===== config.mk =====
export PLATFORM = sky130hd
export DESIGN_NAME = offset_cal_ctrl_10b
export DESIGN_NICKNAME = d
export VERILOG_FILES = /design/src/rtl/offset_cal_ctrl_10b.sv
export SDC_FILE = /design/constraint.sdc
export NUM_CORES = 1
export LEC_CHECK = 0
export ABC_AREA = 1
export CORE_MARGIN = 10
export CORE_UTILIZATION = 49
export DETAILED_ROUTE_END_ITERATION = 16
export GPL_TIMING_DRIVEN = 0
export PLACE_DENSITY = 0.86
export SYNTH_ARGS = -nofsm -noshare
export SYNTH_HDL_FRONTEND = slang
export SYNTH_SLANG_ARGS = --single-unit

===== constraint.sdc =====
create_clock -name clk -period 2 [get_ports clk]
set_input_delay 0.4 -clock clk [delete_from_list [all_inputs] [get_ports clk]]
set_output_delay 0.4 -clock clk [all_outputs]
set_load 0.05 [all_outputs]

===== src/rtl/offset_cal_ctrl_10b.sv =====
// Foreground offset-calibration sequencer: shorts the ADC input, averages 2^AVG_LOG2
// conversions and drives the saturated correction (MID_CODE - mean) to the offset adder.
module offset_cal_ctrl_10b #(
   parameter int unsigned AVG_LOG2 = 4,
   parameter int unsigned MID_CODE = 512,
   parameter int unsigned SETTLE   = 8
) (
   input  logic        clk,
   input  logic        rst_n,
   input  logic        cal_start,
   input  logic        cal_abort,
   input  logic        adc_valid,
   input  logic [9:0]  adc_code,
   input  logic        osc_wr,
   input  logic [9:0]  osc_wdata,
   output logic [11:0] osc,
   output logic        cal_short,
   output logic        cal_busy,
   output logic        cal_done,
   output logic        cal_err
);

   localparam int unsigned N_SAMP  = 1 << AVG_LOG2;
   localparam int unsigned ACC_W   = 10 + AVG_LOG2;
   localparam int unsigned CNT_MAX = (SETTLE > N_SAMP) ? SETTLE : N_SAMP;
   localparam int unsigned CNT_W   = $clog2(CNT_MAX + 1);
   localparam logic [ACC_W:0] HALF = (ACC_W + 1)'(N_SAMP / 2);

   typedef enum logic [2:0] {
      S_IDLE,
      S_SETTLE,
      S_ACCUM,
      S_COMPUTE,
      S_DONE
   } state_e;

   state_e            state_q, state_d;
   logic [CNT_W-1:0]  cnt_q, cnt_d;
   logic [ACC_W-1:0]  acc_q, acc_d;
   logic [9:0]        off_q, off_d;
   logic              err_q, err_d;
   logic              short_q, short_d;
   logic              busy_q, busy_d;
   logic              done_q, done_d;

   logic [ACC_W:0]    rnd_sum;
   logic [10:0]       mean;
   logic signed [12:0] diff;
   logic [9:0]        diff_sat;
   logic              diff_clip;

   // Rounded mean and saturated correction, consumed in COMPUTE.
   always_comb begin
      rnd_sum   = {1'b0, acc_q} + HALF;
      mean      = 11'(rnd_sum >> AVG_LOG2);
      diff      = $signed(13'(MID_CODE)) - $signed({2'b00, mean});
      diff_sat  = diff[9:0];
      diff_clip = 1'b0;
      if (diff > 13'sd511) begin
         diff_sat  = 10'h1FF;
         diff_clip = 1'b1;
      end else if (diff < -13'sd512) begin
         diff_sat  = 10'h200;
         diff_clip = 1'b1;
      end
   end

   // Next-state and datapath updates.
   always_comb begin
      state_d = state_q;
      cnt_d   = cnt_q;
      acc_d   = acc_q;
      off_d   = off_q;
      err_d   = err_q;
      case (state_q)
         S_IDLE: begin
            if (cal_start && !cal_abort) begin
               state_d = S_SETTLE;
               cnt_d   = '0;
               acc_d   = '0;
               err_d   = 1'b0;
            end else if (osc_wr) begin
               off_d = osc_wdata;
            end
         end
         S_SETTLE: begin
            if (cal_abort) begin
               state_d = S_IDLE;
            end else if (cnt_q == CNT_W'(SETTLE - 1)) begin
               state_d = S_ACCUM;
               cnt_d   = '0;
            end else begin
               cnt_d = cnt_q + CNT_W'(1);
            end
         end
         S_ACCUM: begin
            if (cal_abort) begin
               state_d = S_IDLE;
            end else if (adc_valid) begin
               acc_d = acc_q + ACC_W'(adc_code);
               cnt_d = cnt_q + CNT_W'(1);
               if (cnt_q == CNT_W'(N_SAMP - 1)) begin
                  state_d = S_COMPUTE;
               end
            end
         end
         S_COMPUTE: begin
            if (cal_abort) begin
               state_d = S_IDLE;
            end else begin
               state_d = S_DONE;
               off_d   = diff_sat;
               if (diff_clip) begin
                  err_d = 1'b1;
               end
            end
         end
         S_DONE: begin
            state_d = S_IDLE;
         end
         default: begin
            state_d = S_IDLE;
         end
      endcase

      // Status outputs are decoded from the next state so they register in step with it.
      short_d = (state_d == S_SETTLE) || (state_d == S_ACCUM) || (state_d == S_COMPUTE);
      busy_d  = short_d;
      done_d  = (state_d == S_DONE);
   end

   always_ff @(posedge clk or negedge rst_n) begin
      if (!rst_n) begin
         state_q <= S_IDLE;
         cnt_q   <= '0;
         acc_q   <= '0;
         off_q   <= '0;
         err_q   <= 1'b0;
         short_q <= 1'b0;
         busy_q  <= 1'b0;
         done_q  <= 1'b0;
      end else begin
         state_q <= state_d;
         cnt_q   <= cnt_d;
         acc_q   <= acc_d;
         off_q   <= off_d;
         err_q   <= err_d;
         short_q <= short_d;
         busy_q  <= busy_d;
         done_q  <= done_d;
      end
   end

   assign osc       = {{2{off_q[9]}}, off_q};
   assign cal_short = short_q;
   assign cal_busy  = busy_q;
   assign cal_done  = done_q;
   assign cal_err   = err_q;

endmodule


==> results list <==
- Result of the run: finished, violations left
* Violations in the final reports: negative setup slack
* Die X: 95.0 um
- Routability-driven placement finished with a final weighted congestion of 0.889.
* Post-synth design cell area: 2760 um^2
- The repair_antennas step left the layout with diodes totalling 0.
- The worst pin sits at a relative slew slack of 0.440.
* Largest vdd supply drop: 347 uV
- Number of max-capacitance violations reported: 0
- Setup repair after global routing could not meet its margin everywhere.
- Detailed Place HPWL: 5470 um
- In the post-route analysis, the smallest setup slack over all paths is -0.194 ns.
* # clock sinks: 35
- Highest fanout seen on the critical path: 10
- Most used cells in the layout excluding fill and tap cells: nand2_1, inv_1, nor2_1, clkdlybuf4s50_1, dfrtp_1
- Of the synthesized area, sequential elements account for 0.318.
- Gate Count Post-Synth: 393
- Crit path required time: 2.22 ns
- Leftover overflow at the end of global routing: 0
- Setup violations remaining at the end of the flow were counted as 12.
* Final core utilization: 0.683
- Routed wirelength normalized by instance count: 16.4 um
* Fillers: 412
- Of the total power, the share spent switching nets is 0.354.
* Cell area after placement: 3280 um^2
- Among all stages on the critical path, the largest delay is contributed by dfrtp_2.
- The detail route stage leaves a number of antenna-violating nets equal to 0.
- Post-synth top area share: 0.318
- In the synthesized netlist the dominant register cell turns out to be dfrtp_1.
* Yosys cell types: 37
- Endpoint class of the critical path: flip-flop
* Crit-path cells: ha_4 -> inv_1 -> ha_4 -> nand3_4 -> nor2_4 -> nand2_2 -> nor2_4 -> nand2_4 -> a21oi_2 -> nand2_2 -> nand2_4 -> nand3_1 -> a21oi_2
- Final layout net count: 495
- Share of synthesized registers carrying an async set or reset: 1.00
* Top post-synthesis cells by area: dfrtp_1, nand2_1, inv_1
* Placeable Area: 5470 um^2
- Entering global routing, the biggest net connects 36 pins.
- In this run the tool buffered the top-level ports with 41 buffer cells.
- Cells on worst reg2reg path: 13
- Counting along the longest clock path gives a buffer depth of 2.
- Ports placed on the boundary: 42
* Number of enable flip-flop cells after synthesis: 0
- Buffers inserted during clock tree synthesis total 5.
- Overall Global Routing Usage: 0.164
- Placement Rows: 27
- For this block, the routed nets add up to 8610 um of wire.
- Mean Syn Cell Area: 7.02 um^2
- Final critical delay including setup and external delays: 2.19 ns
- Biggest cell delay along the critical path: 0.43 ns
- Of the total power, combinational logic draws 0.283.
- Total area of multi-input combinational cells: 1910 um^2
- Leakage power of the design: 1.84 nW
* Period Utilization, post-route: 1.10
* Number of remaining DRC errors: 0
* Via count: 2,992
- Clock latency on the worst-skew pair, taken at its later pin, is 0.30 ns.
* Area of the die: 9030 um^2
- Wire length of the first global-routing pass: 12,300 um
- The library cell used most frequently in the layout, excluding fill and tap cells, is nand2_1.
- The internal portion of the total power is 1.19 mW.
- Counting flops and latches in the post-synthesis netlist gives 35.
- Clock Skews: 0.00947 ns
- Clock tree synthesis selected as its root buffer the cell clkbuf_8.
* Area taken by flip-flops and latches: 882 um^2
- For this configuration, the core starts out at a cell density of 0.504.
- Signal arrival time at the worst endpoint: 2.42 ns
- For this run, the top clock speed supported by timing is 456 MHz.
- Of the total power, the clock network draws 0.293.
* Number of antenna violations at the first check in global routing: 0
* Final cell area excluding filler cells: 3740 um^2
- The min-delay analysis places its worst path in the category input pin to asynchronous set/reset pin.
* Worst Max-Slew Pin Slew: 0.840 ns
- Final Slew Violations: 0
- First drt pass iteration count: 5
* Switching pwr: 0.650 mW
* Share of final-layout standard cells stronger than drive strength 1: 0.253
- Critical path class: flip-flop to flip-flop
- PD cells: 491 nW/um^2
- The number of nets handed over by synthesis was 435.
- DR iter-0 viols: 321
- The Yosys step of the flow raised 0 warnings.
- Clock-pin slew was measured on the worst setup and hold paths at 0.08 ns.
- Measured along the y axis, the die boundary spans 95.0 um.
- Via density per instance: 5.69
- The via count of the first global-routing pass was 2,864.
- In this run the number of H-tree levels came out at 2.
- Count of endpoints failing hold in the final timing report: 0
* P&R area growth vs syn: 35.6%
* CTS tree: yes
* Leading area contributor after synthesis: dfrtp_1
- Of the total power, registers draw 0.424.
- At the placement stage, the worst setup path has a slack of -0.525 ns.
- The worst setup path is launched from a flip-flop.
[final cells by class]
type,instances,area share
well taps,72,0.0241
clock buffers,5,0.0184
plain buffers,7,0.0124
clock inverters,3,0.00535
flip-flops and latches,35,0.236
multi-input cells,295,0.512
inverters,56,0.0562
repair buffers,53,0.136
[worst max-delay path: cells and delay by family, from the launching register on]
family / cells / cell delay, ns
and+or+nand+nor: 8 / 0.82
DFF: 1 / 0.43
adders and majority gates: 2 / 0.42
AOI/OAI and AO/OA: 2 / 0.32
buffers and inverters: 1 / 0.13
[timing repair]
item,in CTS,in global routing
pin swaps,2,18
hold buffers,0,0
endpoints found under the setup margin,19,24
setup buffers,7,5
gates resized for setup,29,40
[per-stage QoR]
stage	instances	TNS (ns)	total power, mW	hold WS, ns
4_1_cts	521	-1.01	1.82	0.245
3_5_place_dp	506	-8.43	1.28	0.478
6_report	526	-1.79	1.84	0.202
2_1_floorplan	393	-0.345	1.08	0.104
3_3_place_gp	506	-19.76	1.27	0.464
5_1_grt	526	-3.14	1.90	0.262
[routing by layer]
metal	track usage	vias up	wire, um
met5	0	-	0
met4	0.0623	0	287
met3	0.0361	37	607
met2	0.300	172	4480
met1	0.180	1384	3230
li1	-	1399	-
[state kept, by name (all words and copies together) (netlist names)]
signal / flops
cal_busy: 1
off_q: 10
cnt_q: 5
cal_err: 1
state_q: 3
acc_q: 14
cal_done: 1
[worst paths after layout]
kind,start,end,slack (ns)
worst max-delay path,acc_q[3],off_q[2],-0.19
worst min-delay path,rst_n,acc_q[8],0.20
worst max register to register,acc_q[3],off_q[2],-0.19
worst min register to register,off_q[1],off_q[1],0.49
max in group asynchronous,rst_n,acc_q[4],1.21
min in group clk,off_q[1],off_q[1],0.49
[cell usage after synthesis (2+ instances only)]
master     count
o22ai_1        4
inv_1         54
buf_4          4
nand2_2       10
nand4_1        6
nor3_1         6
o21ai_0       19
o21ai_2        2
a22o_1         2
o2111ai_1      2
nor2_1        41
nand3_1       28
dfrtp_1       35
or2_2          8
xor2_1         7
nor2_4         6
ha_1          15
a21oi_1       35
xnor2_1        3
nand2_1       88
a31oi_1        2
[power by group through the flow]
stage          Combinational, mW  Sequential (mW)  Clock (mW)
6_report                   0.519            0.779       0.538
5_1_grt                    0.552            0.784       0.564
4_1_cts                    0.500            0.777       0.538
3_5_place_dp               0.488            0.791           0
3_3_place_gp               0.481            0.790           0
2_1_floorplan              0.163            0.921           0
[logic make-up after synthesis]
group	count (synthesis)	share of synthesized area
AO/OA/AOI/OAI	71	0.145
buffers and inverters	63	0.0930
adder cells (fa/ha/maj)	16	0.0753
XOR/XNOR	10	0.0318
AND/OR/NAND/NOR	198	0.337
flip-flops	35	0.318
No activity file was read; power rests on OpenSTA's default activity.
